[src/rtl/instr_fetch_queue.sv]
// instr_fetch_queue: sequential instruction fetch into a small FIFO with stall and flush; define FETCH_HALT_EN to stop fetching after an 8'hFF instruction
module instr_fetch_queue #(
  parameter int DEPTH = 4,
  parameter int PC_W = 8,
  parameter int INSTR_W = 8
) (
  input  logic                   clk,
  input  logic                   reset,
  output logic                   mem_req,
  output logic [PC_W-1:0]        mem_addr,
  input  logic                   mem_valid,
  input  logic [INSTR_W-1:0]     mem_instr,
  input  logic [INSTR_W-1:0]     mem_data,
  input  logic                   stall,
  input  logic                   flush,
  input  logic [PC_W-1:0]        flush_pc,
  output logic                   out_valid,
  output logic [INSTR_W-1:0]     instr_out,
  output logic [INSTR_W-1:0]     data_out,
  output logic [PC_W-1:0]        pc_out,
  output logic [$clog2(DEPTH):0] count
);
  localparam int AW = $clog2(DEPTH);
  localparam logic [AW:0] FULL = (AW+1)'(DEPTH);
  logic [PC_W-1:0] pc;
  logic inflight, halted, push, pop, issue, halt_hit;
  logic [AW-1:0] wr_ptr, rd_ptr;
  logic [INSTR_W-1:0] instr_mem [DEPTH];
  logic [INSTR_W-1:0] data_mem [DEPTH];
  logic [PC_W-1:0] pc_mem [DEPTH];
  assign push = mem_valid && inflight && !flush;
  assign pop = out_valid && !stall && !flush;
  assign issue = !flush && !inflight && count < FULL && !halted;
`ifdef FETCH_HALT_EN
  assign halt_hit = push && mem_instr == {INSTR_W{1'b1}};
`else
  assign halt_hit = 1'b0;
`endif
  assign out_valid = count != '0;
  assign instr_out = out_valid ? instr_mem[rd_ptr] : '0;
  assign data_out = out_valid ? data_mem[rd_ptr] : '0;
  assign pc_out = out_valid ? pc_mem[rd_ptr] : '0;
  // Fetch control: one outstanding request at a time, flush overrides everything
  always_ff @(posedge clk or negedge reset)
    if (!reset) begin
      pc <= '0;
      inflight <= 1'b0;
      count <= '0;
      wr_ptr <= '0;
      rd_ptr <= '0;
      mem_req <= 1'b0;
      mem_addr <= '0;
      halted <= 1'b0;
    end else if (flush) begin
      pc <= flush_pc;
      inflight <= 1'b0;
      count <= '0;
      wr_ptr <= '0;
      rd_ptr <= '0;
      mem_req <= 1'b0;
      halted <= 1'b0;
    end else begin
      mem_req <= issue;
      if (issue) begin
        mem_addr <= pc;
        pc <= pc + 1'b1;
      end
      inflight <= issue | (inflight & ~push);
      count <= count + (AW+1)'(push) - (AW+1)'(pop);
      if (push) wr_ptr <= wr_ptr + 1'b1;
      if (pop) rd_ptr <= rd_ptr + 1'b1;
      halted <= halted | halt_hit;
    end
  // FIFO storage: a slot is always free when a response lands
  always_ff @(posedge clk)
    if (push) begin
      instr_mem[wr_ptr] <= mem_instr;
      data_mem[wr_ptr] <= mem_data;
      pc_mem[wr_ptr] <= mem_addr;
    end
endmodule
[config.mk]
export PLATFORM = sky130hd
export DESIGN_NAME = instr_fetch_queue
export DESIGN_NICKNAME = d
export VERILOG_FILES = /design/src/rtl/instr_fetch_queue.sv
export SDC_FILE = /design/constraint.sdc
export NUM_CORES = 1
export LEC_CHECK = 0
export ABC_AREA = 0
export ABC_CLOCK_PERIOD_IN_PS = 4660
export CORE_ASPECT_RATIO = 1.5
export CORE_MARGIN = 3
export CORE_UTILIZATION = 61
export CTS_BUF_LIST = sky130_fd_sc_hd__clkbuf_4
export DETAILED_ROUTE_END_ITERATION = 10
export PLACE_DENSITY = 0.87
export SETUP_SLACK_MARGIN = 0.2
export SYNTH_ARGS = -nofsm -noshare
export SYNTH_HDL_FRONTEND = slang
export SYNTH_SLANG_ARGS = --single-unit
[constraint.sdc]
create_clock -name clk -period 4.66 [get_ports clk]
set_clock_uncertainty 0.05 [all_clocks]
set_input_delay 0.932 -clock clk [delete_from_list [all_inputs] [get_ports clk]]
set_output_delay 0.932 -clock clk [all_outputs]
set_load 0.01 [all_outputs]
---- After elaboration in Yosys (flattened, before gate mapping) ----
Memories as Yosys holds them, arrays and structs flattened.
Cells that the tools add are included.
storage, ports and cells
  flip-flop bits (word level) ............. 25
  bits in latches ......................... 0
  RAM bits ................................ 96
  bits in read-only memories .............. 0
  input port bits ......................... 29
  output and inout bits ................... 37
  memories ................................ 3
memory list
  memory     words  bits a word  read ports  clocked after Yosys merged registers in  write ports  line  RTL
  data_mem   4      8            1           0                                        1            29    logic [INSTR_W-1:0] data_mem [DEPTH];
  instr_mem  4      8            1           0                                        1            28    logic [INSTR_W-1:0] instr_mem [DEPTH];
  pc_mem     4      8            1           0                                        1            30    logic [PC_W-1:0] pc_mem [DEPTH];
operators by class
  $add $sub $neg .......................... 5
  multiply operators ...................... 0
  divide/modulo/power cells ............... 0
  order comparisons ....................... 1
  equal/unequal tests ..................... 0
  shift-type cells ........................ 0
  muxes and demuxes ....................... 14
  bitwise logic cells ..................... 4
  reductions and logical operators ........ 14
operator list
  cell                                         count
  2-to-1 mux 8 bit                             5
  adder 8 x 1 -> 8 bit, second input constant  1
  2-to-1 mux 2 bit                             4
  logical AND 1 bit                            6
  nonzero test 2 bit                           3
  adder 2 x 1 -> 2 bit, second input constant  2
  2-to-1 mux 1 bit                             4
  adder 3 x 1 -> 3 bit                         1
  zero test 1 bit                              3
  < comparator 3 bit, second input constant    1
  2-to-1 mux 3 bit                             1
  nonzero test 3 bit                           1
  subtractor 3 x 1 -> 3 bit                    1
  NOT 1 bit                                    2
  AND reduction 2 bit                          1
  bitwise AND 1 bit                            1
  bitwise OR 1 bit                             1

---- Depth between registers and ports, before layout ----
  depth in word-level cells ............... 6
  depth in mapped cells ................... 10
  gate-level depth less buffers ........... 10

---- Worst setup path after synthesis ----
No wires, ideal clock.
  kind .................................... input -> register
  start point ............................. input port flush
  end point ............................... register count[2]
  library setup time ...................... 0.132 ns
  arrival ................................. 2.621 ns
  required time ........................... 4.478 ns
  slack ................................... 1.857 ns
  stages .................................. 10
  cell sequence ........................... clkbuf_1 > buf_1 > nor3_1 > ha_1 > inv_1 > ha_1 > inv_1 > fa_1 > xnor2_1 > nor2_1
between the ends
  cells in the longest elaborated chain, start to end .. 5
RTL lines
  what                       line    RTL
  from (decl)                15      input logic flush,
  zero test 1 bit            31, 32
  logical AND 1 bit          31      assign push = mem_valid && inflight && !flush;
  adder 3 x 1 -> 3 bit       69      count <= count + (AW+1)'(push) - (AW+1)'(pop);
  subtractor 3 x 1 -> 3 bit  69
  2-to-1 mux 3 bit (*)       54      end else if (flush) begin
  to (signal assigned)       69
  to (decl)                  21      output logic [$clog2(DEPTH):0] count
Every way passes the cells marked *; elsewhere a longest branch is shown, timed or not.
A chain may end at the register's enable or synchronous reset.

---- Final worst setup path ----
  start point ............................. register rd_ptr[0]
  end point ............................... output port pc_out[7]
between the ends
  cells in the longest elaborated chain, start to end .. 2
RTL lines
  what                    line  RTL
  from (decl)             27    logic [AW-1:0] wr_ptr, rd_ptr;
  from (signal assigned)  71    if (pop) rd_ptr <= rd_ptr + 1'b1;
  memory (4 x 8 bit)      n/a
  2-to-1 mux 8 bit        42    assign pc_out = out_valid ? pc_mem[rd_ptr] : '0;
  to (decl)               20    output logic [PC_W-1:0] pc_out,
Every way passes these cells.

==> metrics.yaml <==
status:
  status: "finished, final reports clean"
worst_setup_path:
  path_cells: "mux4_2 -> nor2b_1 -> clkdlybuf4s50_1"
  worstPathRequired_ns: 3.68
  start_kind: "flip-flop"
  arrival_ns: 2.69
  worst_r2r_path_depth: 10
  slowest_delay_ns: 0.93
  worstSetupPathDepth: 3
  critPathSlowestCell: "dfrtp_2"
  critical_path.endpoint_type: "primary output"
  path_buf_inv: 1
  crit_type: "flip-flop to primary output"
  worstPathMaxFanout: 27
  cp_top_family: "flip-flops"
clock_tree:
  clock_latency_ns: 0.49
  post_cts_buffers: 0
  clock-sinks: 121
  h-tree-depth: 4
  cts_tree: "done"
  cts-buffers-inserted: 17
  cts.clk_slew.worst_paths_ns: 0.10
  cts_resized: 0
  clk_path_buf_depth: 2
  cts-root-buf: "clkbuf_4"
  hold_buffers: 0
yosys:
  netlist_area_sq_um: 4870
  ys_warn_count: 0
  synthCells: 268
  ys_seq_area_frac: 0.721
  synth_area_per_cell_sq_um: 18.2
  synth_nets: 305
  yosysUniqueCellTypes: 34
  synth_seq_cells: 121
timing:
  clock.fmax_mhz: 272
  holdWs_ns: 0.505
  min_period_ns: 3.67
  maxSlewHeadroom: 0.249
  slew_viol_final: 0
  setup_viol: 0
  timing.final.hold_violations: 0
  worst_slew_pin_slew_ns: 1.12
  rsz0062_at_grt: "false"
  setup_tns_ns: 0
  period_share: 0.788
grt:
  antenna_found_initial: 0
  grt_usage: 0.210
  grt_pass1_wl_microns: 13900
  overflow: 0
  grt_max_degree: 31
  grt_pass1_vias: 2793
hold_path:
  min_path_type: "flip-flop to flip-flop"
  worstHoldPathCells: 0
drt:
  viasPerCell: 5.69
  wire_per_inst_microns: 18.2
  drc_errors: 0
  drtPass1Iterations: 5
  wl_microns: 8430
  antenna_left: 0
  vias: 2627
  drt_iter0_markers: 131
finish:
  layout_commonest_cell: "edfxtp_1"
  syn_to_final_growth_pct: 21.7
  n_antenna_cell: 0
  nNetsFinal: 384
  n_fill_cell: 492
  drive_gt1_frac: 0.192
  utilization: 0.768
  layout_common_cells: "edfxtp_1, clkdlybuf4s50_1, nor2b_1"
power:
  p_leak_nw: 2.03
  peakVddDrop_mv: 0.337
  power_density_nw_per_um2: 488
die:
  start_util: 0.631
  dieHeight_microns: 115
  core_region_area_sq_um: 7710
  rows: 39
  dieWidth_microns: 78.9
  die-area_sq_um: 9110
  ios: 66
job:
  cap_violations: 0
placed_design:
  dp_hpwl_microns: 5540
  gp_congestion: 0.765
  io_buffer_count: 65
[sequential cells by signal, summed over array words and instances (netlist names)]
signal and flops:
data_mem 32, instr_mem 32, pc_mem 32, mem_addr 8
pc 8, count 3, rd_ptr 2, wr_ptr 2
inflight 1, mem_req 1
[per-stage QoR]
step                setup slack [ns]  std cells  cell area [sq um]  power (mW)
floorplan                       1.86        268               4870        1.82
global placement                1.47        430               5650        2.19
detailed placement              1.46        430               5650        2.21
CTS                            0.880        462               5920        2.93
global route                   0.774        462               5920        3.04
finish                         0.988        462               5920        2.89
[power by group]
part / switching, mW / internal (mW) / total, mW
registers: 0.142 / 1.29 / 1.43
clock network: 0.337 / 0.371 / 0.708
logic: 0.293 / 0.459 / 0.752
[Yosys cell counts, drive strengths merged]
| master | number | share of area |
|---|---|---|
| or3b | 1 | 0.0023 |
| inv | 9 | 0.0069 |
| nand2b | 1 | 0.0013 |
| nor3 | 4 | 0.0041 |
| a221o | 2 | 0.0041 |
| xnor2 | 4 | 0.0072 |
| or4 | 5 | 0.0077 |
| nand4bb | 1 | 0.0023 |
| or3 | 1 | 0.0013 |
| nand2 | 9 | 0.0069 |
| o31ai | 2 | 0.0031 |
| dfrtp | 25 | 0.13 |
| nor2b | 25 | 0.032 |
| xor2 | 1 | 0.0018 |
| nand4 | 1 | 0.0013 |
| nor3b | 2 | 0.0031 |
| nor2 | 6 | 0.0046 |
| buf | 7 | 0.0077 |
| clkbuf | 5 | 0.0039 |
| nand3 | 5 | 0.0051 |
| fa | 1 | 0.0041 |
| and3 | 1 | 0.0013 |
| o211ai | 3 | 0.0046 |
| ha | 7 | 0.018 |
| o311a | 1 | 0.0021 |
| o21ai | 3 | 0.0031 |
| and2 | 4 | 0.0051 |
| edfxtp | 96 | 0.59 |
| mux2 | 8 | 0.019 |
| a31oi | 1 | 0.0013 |
| mux4 | 24 | 0.11 |
| a21oi | 3 | 0.0031 |
[worst reg2reg max path, cell delays in order (launching register included)]
cell and delay, ns:
dfrtp_1 0.49, nor3_2 0.13, buf_4 0.33, nor3_1 0.09, ha_1 0.30, inv_1 0.07, ha_1 0.14, inv_1 0.06
fa_1 0.37, xnor2_1 0.16, nor2_1 0.05
[cell families after synthesis]
kind of cell | count (synthesis) | share of synthesized area
fa+ha+maj | 8 | 0.0221
simple gates | 66 | 0.0787
xor+xnor | 5 | 0.00900
mux | 32 | 0.130
buf+inv | 21 | 0.0185
flops | 121 | 0.721
compound gates | 15 | 0.0213
[cell type report]
cell class	instances	area (sq um)	area share
sequential	121	3510	0.592
clock inverter	13	134	0.0226
clock buffer	19	143	0.0241
multi-input combinational	126	1270	0.215
inverter	9	33.8	0.00570
tap	102	128	0.0215
timing repair buffer	72	703	0.119
[routing by layer]
| layer | track usage | up-vias | part of all wire |
|---|---|---|---|
| met2 | 0.368 | 89 | 0.54 |
| li1 | - | 1202 | - |
| met5 | 0 | - | 0 |
| met3 | 0.0643 | 12 | 0.048 |
| met4 | 0.0906 | 0 | 0.019 |
| met1 | 0.238 | 1324 | 0.39 |
[worst paths after layout]
path / start / slack, ns / endpoint
min: mem_addr[3]$_DFFE_PN0P_ / 0.51 / pc_mem[3][3]$_DFFE_PP_
min reg2reg: mem_addr[3]$_DFFE_PN0P_ / 0.51 / pc_mem[3][3]$_DFFE_PP_
max: rd_ptr[0]$_DFFE_PN0P_ / 0.99 / pc_out[7]
min in group asynchronous: reset / 0.97 / mem_addr[3]$_DFFE_PN0P_
max reg2reg: count[2]$_DFF_PN0_ / 2.30 / count[2]$_DFF_PN0_
max in group asynchronous: reset / 2.83 / rd_ptr[0]$_DFFE_PN0P_
(Power assumes the default switching activity.)
